`config.mk`:
```
export PLATFORM = sky130hd
export DESIGN_NAME = branch_pred_table_flat
export DESIGN_NICKNAME = d
export VERILOG_FILES = /design/src/rtl/branch_pred_table_pkg.sv /design/src/rtl/branch_pred_table_if.sv /design/src/rtl/branch_pred_table_sat_cnt2.sv /design/src/rtl/branch_pred_table.sv /design/src/flat_wrapper.sv
export SDC_FILE = /design/constraint.sdc
export NUM_CORES = 1
export LEC_CHECK = 0
export BUFFER_PORTS_ARGS = -buffer_cell sky130_fd_sc_hd__buf_2
export CORE_MARGIN = 2
export CORE_UTILIZATION = 45
export CTS_BUF_LIST = sky130_fd_sc_hd__clkbuf_2
export CTS_CLUSTER_SIZE = 10
export DETAILED_ROUTE_END_ITERATION = 6
export GPL_ROUTABILITY_DRIVEN = 0
export HOLD_SLACK_MARGIN = 0.1
export PLACE_DENSITY_LB_ADDON = 0.15
export SETUP_SLACK_MARGIN = 0.5
export SYNTH_ARGS = -nofsm -noshare
export SYNTH_HDL_FRONTEND = slang
export SYNTH_SLANG_ARGS = --single-unit
```
`constraint.sdc`:
```
create_clock -name clk -period 6.4 [get_ports clk]
set_input_delay 0.64 -clock clk [delete_from_list [all_inputs] [get_ports clk]]
set_output_delay 0.64 -clock clk [all_outputs]
set_load 0.02 [all_outputs]
```
`src/rtl/branch_pred_table_pkg.sv`:
```
// Shared definitions for the branch predictor table: counter encodings,
// the reset/allocation counter values and the entry record.
package bp_pkg;

  localparam logic [1:0] CNT_SNT = 2'b00;
  localparam logic [1:0] CNT_WNT = 2'b01;
  localparam logic [1:0] CNT_WT  = 2'b10;
  localparam logic [1:0] CNT_ST  = 2'b11;
  localparam logic [1:0] CNT_RST = CNT_WNT;

  localparam int BPT_ENTRIES = 16;
  localparam int BPT_PC_W    = 32;
  localparam int BPT_IDX_W   = $clog2(BPT_ENTRIES);
  localparam int BPT_TAG_W   = BPT_PC_W - BPT_IDX_W - 2;

  typedef struct packed {
    logic                 valid;
    logic [BPT_TAG_W-1:0] tag;
    logic [BPT_PC_W-1:0]  target;
    logic [1:0]           cnt;
  } bpt_entry_t;

  // A freshly allocated entry starts in the weak state of its first outcome.
  function automatic logic [1:0] cnt_alloc(input logic taken);
    return taken ? CNT_WT : CNT_WNT;
  endfunction

endpackage

```
`src/rtl/branch_pred_table_if.sv`:
```
// Bundle between fetch/decode/branch unit and the predictor table.
interface branch_pred_table_if #(
  parameter int PC_W = 32
);

  // No valid/ready handshake: the fetch read is purely combinational, the
  // decode copy advances every cycle unless stall/flush, and wrt/wrp are
  // single-cycle strobes that always commit (wrp only on a tag match).
  logic [PC_W-1:0] pc_f;
  logic            hit_f;
  logic [1:0]      cnt_f;
  logic [PC_W-1:0] target_f;
  logic            stall;
  logic            flush;
  logic            hit_d;
  logic [1:0]      cnt_d;
  logic [PC_W-1:0] pc_d;
  logic            wrt;
  logic            wrp;
  logic            taken;
  logic [PC_W-1:0] target_in;

  modport master (
    output pc_f, stall, flush, wrt, wrp, taken, target_in,
    input  hit_f, cnt_f, target_f, hit_d, cnt_d, pc_d
  );

  modport slave (
    input  pc_f, stall, flush, wrt, wrp, taken, target_in,
    output hit_f, cnt_f, target_f, hit_d, cnt_d, pc_d
  );

endinterface

```
`src/rtl/branch_pred_table_sat_cnt2.sv`:
```
// 2-bit saturating counter next-state, also used by the branch unit's
// decode-side counter logic.
module bp_sat_cnt2
  import bp_pkg::*;
(
    input  logic [1:0] cnt,
    input  logic       taken,
    output logic [1:0] cnt_next
);

    always_comb begin
        cnt_next = cnt;
        if (taken) begin
            if (cnt != CNT_ST) cnt_next = cnt + 2'd1;
        end else begin
            if (cnt != CNT_SNT) cnt_next = cnt - 2'd1;
        end
    end

endmodule

```
`src/rtl/branch_pred_table.sv`:
```
// Direct-mapped branch predictor table with a combinational fetch read and a
// registered fetch-to-decode copy. Define BPT_BYPASS_EN to forward same-cycle writes to the fetch read.
module branch_pred_table
  import bp_pkg::*;
#(
    parameter int ENTRIES = 16,
    parameter int IDX_W   = $clog2(ENTRIES),
    parameter int PC_W    = 32,
    parameter int TAG_W   = PC_W - IDX_W - 2
) (
    input  logic               clk,
    input  logic               rst_n,
    branch_pred_table_if.slave bus
);

    logic [ENTRIES-1:0] valid_q;
    logic [1:0]         cnt_q    [ENTRIES];
    logic [TAG_W-1:0]   tag_q    [ENTRIES];
    logic [PC_W-1:0]    target_q [ENTRIES];

    logic               hit_d_q;
    logic [1:0]         cnt_d_q;
    logic [PC_W-1:0]    pc_d_q;

    logic [IDX_W-1:0]   idx_f;
    logic [IDX_W-1:0]   idx_d;
    logic [TAG_W-1:0]   tag_f;
    logic [TAG_W-1:0]   tag_d;

    assign idx_f = bus.pc_f[IDX_W+1:2];
    assign tag_f = bus.pc_f[PC_W-1:IDX_W+2];
    assign idx_d = pc_d_q[IDX_W+1:2];
    assign tag_d = pc_d_q[PC_W-1:IDX_W+2];

    logic unused_pc_lsb;
    assign unused_pc_lsb = ^{bus.pc_f[1:0], pc_d_q[1:0]};

    // Writes are addressed by the instruction sitting in decode.
    logic       wr_match;
    logic       wr_commit;
    logic [1:0] cnt_upd;
    logic [1:0] cnt_new;

    assign wr_match  = valid_q[idx_d] && (tag_q[idx_d] == tag_d);
    assign wr_commit = bus.wrt || (bus.wrp && wr_match);

    bp_sat_cnt2 u_sat_cnt2 (
        .cnt      (cnt_q[idx_d]),
        .taken    (bus.taken),
        .cnt_next (cnt_upd)
    );

    assign cnt_new = bus.wrt ? cnt_alloc(bus.taken) : cnt_upd;

    always_ff @(posedge clk or negedge rst_n) begin
        if (!rst_n) begin
            valid_q <= '0;
            for (int i = 0; i < ENTRIES; i++) cnt_q[i] <= CNT_RST;
        end else if (wr_commit) begin
            valid_q[idx_d] <= 1'b1;
            cnt_q[idx_d]   <= cnt_new;
        end
    end

    // Tag and target stay unreset; the valid bit gates them.
    always_ff @(posedge clk) begin
        if (bus.wrt) begin
            tag_q[idx_d]    <= tag_d;
            target_q[idx_d] <= bus.target_in;
        end
    end

    logic             rd_valid;
    logic [TAG_W-1:0] rd_tag;
    logic [PC_W-1:0]  rd_target;
    logic [1:0]       rd_cnt;
    logic             rd_hit;

    always_comb begin
        rd_valid  = valid_q[idx_f];
        rd_tag    = tag_q[idx_f];
        rd_target = target_q[idx_f];
        rd_cnt    = cnt_q[idx_f];
`ifdef BPT_BYPASS_EN
        // Present the post-write entry when this cycle's write lands on our index.
        if (wr_commit && (idx_d == idx_f)) begin
            rd_valid = 1'b1;
            rd_cnt   = cnt_new;
            if (bus.wrt) begin
                rd_tag    = tag_d;
                rd_target = bus.target_in;
            end
        end
`endif
        rd_hit = rd_valid && (rd_tag == tag_f);
    end

    assign bus.hit_f    = rd_hit;
    assign bus.cnt_f    = rd_hit ? rd_cnt : 2'b00;
    assign bus.target_f = rd_hit ? rd_target : '0;

    always_ff @(posedge clk or negedge rst_n) begin
        if (!rst_n) begin
            hit_d_q <= 1'b0;
            cnt_d_q <= 2'b00;
            pc_d_q  <= '0;
        end else if (bus.flush) begin
            hit_d_q <= 1'b0;
            cnt_d_q <= 2'b00;
            pc_d_q  <= '0;
        end else if (!bus.stall) begin
            hit_d_q <= bus.hit_f;
            cnt_d_q <= bus.cnt_f;
            pc_d_q  <= bus.pc_f;
        end
    end

    assign bus.hit_d = hit_d_q;
    assign bus.cnt_d = cnt_d_q;
    assign bus.pc_d  = pc_d_q;

endmodule

```
`src/flat_wrapper.sv`:
```
// flat-port wrapper written by rule: the top's interface ports become plain ports
module branch_pred_table_flat import bp_pkg::*;
#(
    parameter int ENTRIES = 16,
    parameter int IDX_W   = $clog2(ENTRIES),
    parameter int PC_W    = 32,
    parameter int TAG_W   = PC_W - IDX_W - 2
)
  (clk, rst_n, bus_pc_f, bus_stall, bus_flush, bus_wrt, bus_wrp, bus_taken, bus_target_in, bus_hit_f, bus_cnt_f, bus_target_f, bus_hit_d, bus_cnt_d, bus_pc_d);
  branch_pred_table_if #(.PC_W(PC_W)) bus_i ();
  input  logic clk;
  input  logic rst_n;
  input wire logic [$bits(bus_i.pc_f)-1:0] bus_pc_f;
  input wire logic [$bits(bus_i.stall)-1:0] bus_stall;
  input wire logic [$bits(bus_i.flush)-1:0] bus_flush;
  input wire logic [$bits(bus_i.wrt)-1:0] bus_wrt;
  input wire logic [$bits(bus_i.wrp)-1:0] bus_wrp;
  input wire logic [$bits(bus_i.taken)-1:0] bus_taken;
  input wire logic [$bits(bus_i.target_in)-1:0] bus_target_in;
  output wire logic [$bits(bus_i.hit_f)-1:0] bus_hit_f;
  output wire logic [$bits(bus_i.cnt_f)-1:0] bus_cnt_f;
  output wire logic [$bits(bus_i.target_f)-1:0] bus_target_f;
  output wire logic [$bits(bus_i.hit_d)-1:0] bus_hit_d;
  output wire logic [$bits(bus_i.cnt_d)-1:0] bus_cnt_d;
  output wire logic [$bits(bus_i.pc_d)-1:0] bus_pc_d;
  assign bus_i.pc_f = bus_pc_f;
  assign bus_i.stall = bus_stall;
  assign bus_i.flush = bus_flush;
  assign bus_i.wrt = bus_wrt;
  assign bus_i.wrp = bus_wrp;
  assign bus_i.taken = bus_taken;
  assign bus_i.target_in = bus_target_in;
  assign bus_hit_f = bus_i.hit_f;
  assign bus_cnt_f = bus_i.cnt_f;
  assign bus_target_f = bus_i.target_f;
  assign bus_hit_d = bus_i.hit_d;
  assign bus_cnt_d = bus_i.cnt_d;
  assign bus_pc_d = bus_i.pc_d;
  branch_pred_table #(.ENTRIES(ENTRIES), .IDX_W(IDX_W), .PC_W(PC_W), .TAG_W(TAG_W)) u_core (.clk(clk), .rst_n(rst_n), .bus(bus_i));
endmodule
```
* Word level (Yosys, flattened, before mapping)
Memories as Yosys holds them, arrays and structs flattened. Index checks and enable logic that the tools add are counted. Widths: inputs -> output; s select.
Operators by class: eq/ne operators 4, reduce and logical (&&, ||, !) cells 7, bitwise logic cells 3, $lt $le $gt $ge 6, mux-type cells 30, $add $sub $neg 2
Operators by type and width (number):
- $mux 32 | 3
- $eq 26x26->1 | 2
- $bwmux 32 | 1
- $mux 2 | 13
- $bmux 2 s4 | 2
- $or 16x16->16 | 1
- $ge 5x5->1 const B | 2
- $lt 4x5->1 const B | 2
- $not 4->5 | 2
- $bmux 1 s4 | 2
- $demux 2 s4 | 1
- $mux 1 | 7
- $logic_and 1x1->1 | 5
- $lt 5x1->1 const B | 1
- $demux 1 s4 | 1
- $ge 4x1->1 const B | 1
- $add 2x1->2 const B | 1
- $ne 2x1->1 const B | 1
- $ne 2x2->1 const B | 1
- $reduce_bool 2->1 | 1
- $sub 2x1->2 const B | 1
- $logic_or 1x1->1 | 1
Word-level totals: memories kept 2, output and inout port bits 70, bits in writable memories 928, flip-flop bits (word level) 83
Memory list:
- u_core.target_q | depth 16, width 32, read ports 1, clocked after Yosys merged registers in 0, write ports 1, RTL line branch_pred_table.sv:19 | logic [PC_W-1:0] target_q [ENTRIES];
- u_core.tag_q | depth 16, width 26, read ports 2, clocked after Yosys merged registers in 0, write ports 1, RTL line branch_pred_table.sv:18 | logic [TAG_W-1:0] tag_q [ENTRIES];

* Longest topological paths before layout
depth in word-level cells 9, gate-level depth with buffers 15, depth with buffers taken out 8

* Modules after synthesis
A second synthesis with hierarchy kept.
Second synthesis, totals: cell total of the unflattened synthesis 2283, area, all modules 44526.5 um^2
Modules (own cells, without submodules):
- branch_pred_table | cells an instance 2280, instances 1, area an instance 44500.2 um^2
- bp_sat_cnt2 | cells an instance 3, instances 1, area an instance 26.3 um^2

* Least setup slack after synthesis
Ideal clock, no wire load.
kind flip-flop to flip-flop, start register u_core.pc_d_q[3] (netlist: u_core.bus.pc_d[3]), end memory u_core.tag_q[6][0] (netlist name) (enable), clock period less this slack 4.629 ns, setup time 0.481 ns, arrival time 4.148 ns, slack 1.771 ns, path buffers 3, cell stages (with the launch flop) 7, cells stage by stage dfrtp_1 buf_2 buf_2 buf_2 nor2b_1 nand2_1 nor2_1
RTL lines:
- start, declared | RTL line branch_pred_table.sv:23 | logic [PC_W-1:0] pc_d_q;
- start signal, assigned | RTL line branch_pred_table.sv:114 | pc_d_q <= bus.pc_f;
- end, declared | RTL line branch_pred_table.sv:18
Straight into the memory's write port.

* Worst setup path in the final report
start input port bus_pc_f[3], end output port bus_target_f[12]
Between the ends: cells in the longest elaborated chain, start to end 4
Ends and longest elaborated chain:
- start, declared | RTL line flat_wrapper.sv:13 | input wire logic [$bits(bus_i.pc_f)-1:0] bus_pc_f;
- $mem_v2 16x26 / $bmux 1 s4 (equally long branches)
- $eq 26x26->1 / $mux 1 (equally long branches) | RTL line branch_pred_table.sv:95, branch_pred_table.sv:80
- $logic_and 1x1->1 | RTL line branch_pred_table.sv:95 | rd_hit = rd_valid && (rd_tag == tag_f);
- $mux 32 * | RTL line branch_pred_table.sv:100 | assign bus.target_f = rd_hit ? rd_target : '0;
- end, declared | RTL line flat_wrapper.sv:22 | output wire logic [$bits(bus_i.target_f)-1:0] bus_target_f;
Mark *: on every way between the ends. The rest lies on a longest branch, timed or not. The select of a mux whose other input is x is not followed.

==> impl_metrics.env <==
export IMPL_outcome="complete, no violations"
export IMPL_die_x_um=315
export IMPL_dp_hpwl_mm=67.4
export IMPL_crit_start="bus_pc_f[3]"
export IMPL_tritoncts="done"
export IMPL_postCtsSetupBuffers=0
export IMPL_cts_max_level=5
export IMPL_grt_pass1_wl_mm=179
export IMPL_power_internal_mw=9.83
export IMPL_placed_area_mm2=0.0461
export IMPL_post_drt_wl_per_cell_um=29.7
export IMPL_cp_start_kind="input pin"
export IMPL_io_pins=141
export IMPL_routed_wl_mm=124
export IMPL_ys_flop_type="edfxtp_1"
export IMPL_hp_class="in2reg"
export IMPL_relSlewSlack_pct=12.0
export IMPL_r2r_cells=9
export IMPL_p_per_area_mw_per_mm2=264
export IMPL_viasPerCell=5.99
export IMPL_insertion_delay_ns=1.55
export IMPL_power_leakage_nw=16.9
export IMPL_fin_area_mm2=0.0503
export IMPL_ir_drop_mv=0.155
export IMPL_r2r_end="u_core.cnt_q[16]"
export IMPL_first_global_vias=26300
export IMPL_antenna_found_initial=6
export IMPL_r2r_start="u_core.bus.pc_d[2]"
export IMPL_worstSetupPathType="in2out"
export IMPL_fp_row_count=114
export IMPL_min_period_over_period_pct=89.6
export IMPL_die_area_mm2=0.0995
export IMPL_core_area_mm2=0.0964
export IMPL_switching_power_mw=3.46
export IMPL_p_comb_share_pct=10.2
export IMPL_cp_max_fo=75
export IMPL_clockBufferDepth=4
export IMPL_globalRouteTotalUtil_pct=25.3
export IMPL_numCtsBuffers=281
export IMPL_grt_overflow=0
export IMPL_power_clock_fraction_pct=33.0
export IMPL_yosys_warnings=0
export IMPL_synth_area_mm2=0.0437
export IMPL_r2r_slack_ns=1.58
export IMPL_worstMarginPinSlew_ns=1.32
export IMPL_die_h_um=315
export IMPL_drtIter0Drc=2433
export IMPL_swShare_pct=26.0
export IMPL_synth_net_count=2238
export IMPL_cts_sinks=1011
export IMPL_drtPass1Iterations=7
export IMPL_synth_area_per_cell_um2=20.1
export IMPL_grt_max_degree=76
export IMPL_post_route_drc_count=0
export IMPL_synth_edf_count=928
export IMPL_drv_slew=0
export IMPL_finalSetupViolCount=0
export IMPL_portBuffers=140
export IMPL_area_growth_pct=15.2
export IMPL_grt_setup_unrepaired="false"
export IMPL_p_seq_share_pct=56.8
export IMPL_ant_nets=0
export IMPL_yosysUniqueCellTypes=62
export IMPL_setup_tns_ns=0
export IMPL_drive_gt1_share_pct=37.2
export IMPL_worst_hold_slack_ns=0.296
export IMPL_fmax_mhz=174
export IMPL_finalHoldViolCount=0
export IMPL_cts_root_buffer="clkbuf_2"
export IMPL_cp_data_required_time_ns=5.76
export IMPL_endpoint="bus_target_f[12]"
export IMPL_synthCells=2167
export IMPL_synth_seq_cells=1011
export IMPL_seq_area_frac_synth_pct=68.6
export IMPL_synthArstFlopShare_pct=8.21
export IMPL_arrival_ns=5.09
export IMPL_finalClockSkew_ns=0.173
export IMPL_clk_pin_slew_worst_paths_ns=0.10
export IMPL_period_minus_slack_ns=5.73
export IMPL_via_count=25000
export IMPL_nets=2784
export IMPL_max_cap_violations=0
export IMPL_crit_path_end_kind="output pin"
export IMPL_initial_core_util_pct=45.3
-- timing repair --
| item | 4_1_cts | 5_1_grt |
|---|---|---|
| gates resized for setup | 0 | 1 |
| hold buffers | 190 | 0 |
| endpoints found under the setup margin | 0 | 10 |
| hold endpoints to repair | 689 | 0 |
-- stage by stage --
step | util, % | cells | setup slack, ns | total power, mW
floorplan | - | 2167 | 1.77 | 8.46
global placement | 47.8 | 3516 | 1.28 | 8.92
finish | 52.2 | 4166 | 0.667 | 13.3
detailed placement | 47.8 | 3516 | 1.24 | 8.95
CTS | 52.1 | 4159 | 0.592 | 13.4
global route | 52.2 | 4165 | 0.553 | 13.9
-- worst max-delay path: stages --
cell and delay (ns):
dlygate4sd3_1 0.56, buf_8 0.61, buf_4 0.61, mux4_2 0.40, mux4_2 0.51, xnor2_1 0.21, nand4_1 0.12, nor2_1 0.35
nand4_1 0.14, buf_4 0.33, nor2b_1 0.23, buf_2 0.19
-- state kept, by name, indices dropped and copies added, names as in the netlist --
name,flops
u_core.bus.pc_d,32
u_core.bus.hit_d,1
u_core.valid_q,16
u_core.cnt_q,32
u_core.tag_q,416
u_core.bus.cnt_d,2
u_core.target_q,512
-- logic make-up (layout without fill, tap and decap cells) --
family                   Yosys count  after routing  synth area share [%]
flip-flops                      1011           1011                  68.6
AND/OR/NAND/NOR                  280            280                  3.10
multiplexers                     505            505                  22.8
adder cells (fa/ha/maj)            1              1                0.0229
buffers and inverters            159            875                  1.68
XOR/XNOR                          48             48                 0.963
other                              0              7                     0
AO/OA/AOI/OAI                    163            163                  2.75
-- layer usage --
layer | vias up | GRT usage [%] | wire, um
li1 | 10400 | - | -
met1 | 13300 | 35.2 | 51800
met2 | 1098 | 40.4 | 60300
met3 | 228 | 4.49 | 8220
met4 | 4 | 9.40 | 3500
met5 | - | 0 | 27
-- cells in the mapped netlist (3+ instances only) --
master / instances / area (um^2)
nand3_1: 3 / 15.0
or2_2: 9 / 56.3
and2_1: 3 / 18.8
o22ai_1: 9 / 56.3
buf_2: 32 / 160
clkbuf_1: 68 / 255
o21ai_0: 6 / 30.0
o311ai_0: 3 / 26.3
nand4_1: 10 / 62.6
xor2_1: 8 / 70.1
or3_1: 9 / 56.3
nor3_1: 5 / 25.0
or4_1: 11 / 82.6
dfstp_2: 16 / 420
buf_4: 6 / 45.0
inv_1: 19 / 71.3
a22o_1: 11 / 96.3
o211ai_1: 4 / 30.0
buf_1: 23 / 86.3
o41ai_1: 14 / 123
edfxtp_1: 928 / 27900
nand2_1: 67 / 251
mux2_2: 10 / 113
a221oi_1: 13 / 114
nand2b_1: 18 / 113
nor2_1: 98 / 368
mux4_2: 392 / 8830
a2bb2oi_1: 5 / 43.8
dfrtp_1: 67 / 1680
nor2b_1: 41 / 257
a22oi_1: 11 / 82.6
o32ai_1: 18 / 158
mux2i_1: 103 / 1030
a21oi_1: 43 / 215
buf_6: 7 / 78.8
a211oi_1: 3 / 22.5
xnor2_1: 40 / 350
-- placed cells by master (no fill, tap or decap), types with 10 or more instances in the layout --
| cell | instances |
|---|---|
| o41ai_1 | 14 |
| buf_2 | 135 |
| or4_1 | 11 |
| nor2b_1 | 40 |
| a221oi_1 | 13 |
| a22o_1 | 11 |
| dfrtp_1 | 64 |
| mux2_2 | 10 |
| a22oi_1 | 11 |
| xnor2_1 | 40 |
| nand2_1 | 67 |
| inv_1 | 10 |
| buf_4 | 64 |
| nand2b_1 | 18 |
| dfstp_2 | 16 |
| nand4_1 | 10 |
| clkbuf_2 | 396 |
| nor2_1 | 91 |
| buf_12 | 11 |
| dlygate4sd3_1 | 189 |
| mux2i_1 | 103 |
| a21oi_1 | 43 |
| mux4_2 | 392 |
| clkinv_1 | 47 |
| o32ai_1 | 18 |
| edfxtp_1 | 928 |
-- power by group through the flow --
stage	combinational (mW)	clock (mW)	sequential [mW]
6_report	1.35	4.39	7.54
3_3_place_gp	1.25	0	7.68
4_1_cts	1.37	4.52	7.54
2_1_floorplan	0.823	0	7.64
5_1_grt	1.44	4.85	7.56
3_5_place_dp	1.26	0	7.69
-- layout make-up --
| type | instances | area [um^2] |
|---|---|---|
| Multi-Input combinational cell | 997 | 13000 |
| Clock buffer | 396 | 1980 |
| Tap cell | 1276 | 1600 |
| Antenna cell | 7 | 17.5 |
| Timing Repair Buffer | 401 | 3290 |
| Fill cell | 7899 | 46100 |
| Inverter | 21 | 101 |
| Clock inverter | 57 | 324 |
| Sequential cell | 1011 | 30000 |
-- how the worst min path moves through the flow --
stage,startpoint,endpoint,cells after the start
after detailed placement,u_core.valid_q[7],u_core.valid_q[7],2
after floorplan,rst_n,u_core.bus.cnt_d[0],0
after global routing,bus_pc_f[5],u_core.bus.pc_d[5],4
after global placement,u_core.valid_q[7],u_core.valid_q[7],2
after CTS,bus_pc_f[5],u_core.bus.pc_d[5],4
final,bus_pc_f[5],u_core.bus.pc_d[5],4
(Power assumes the default switching activity.)
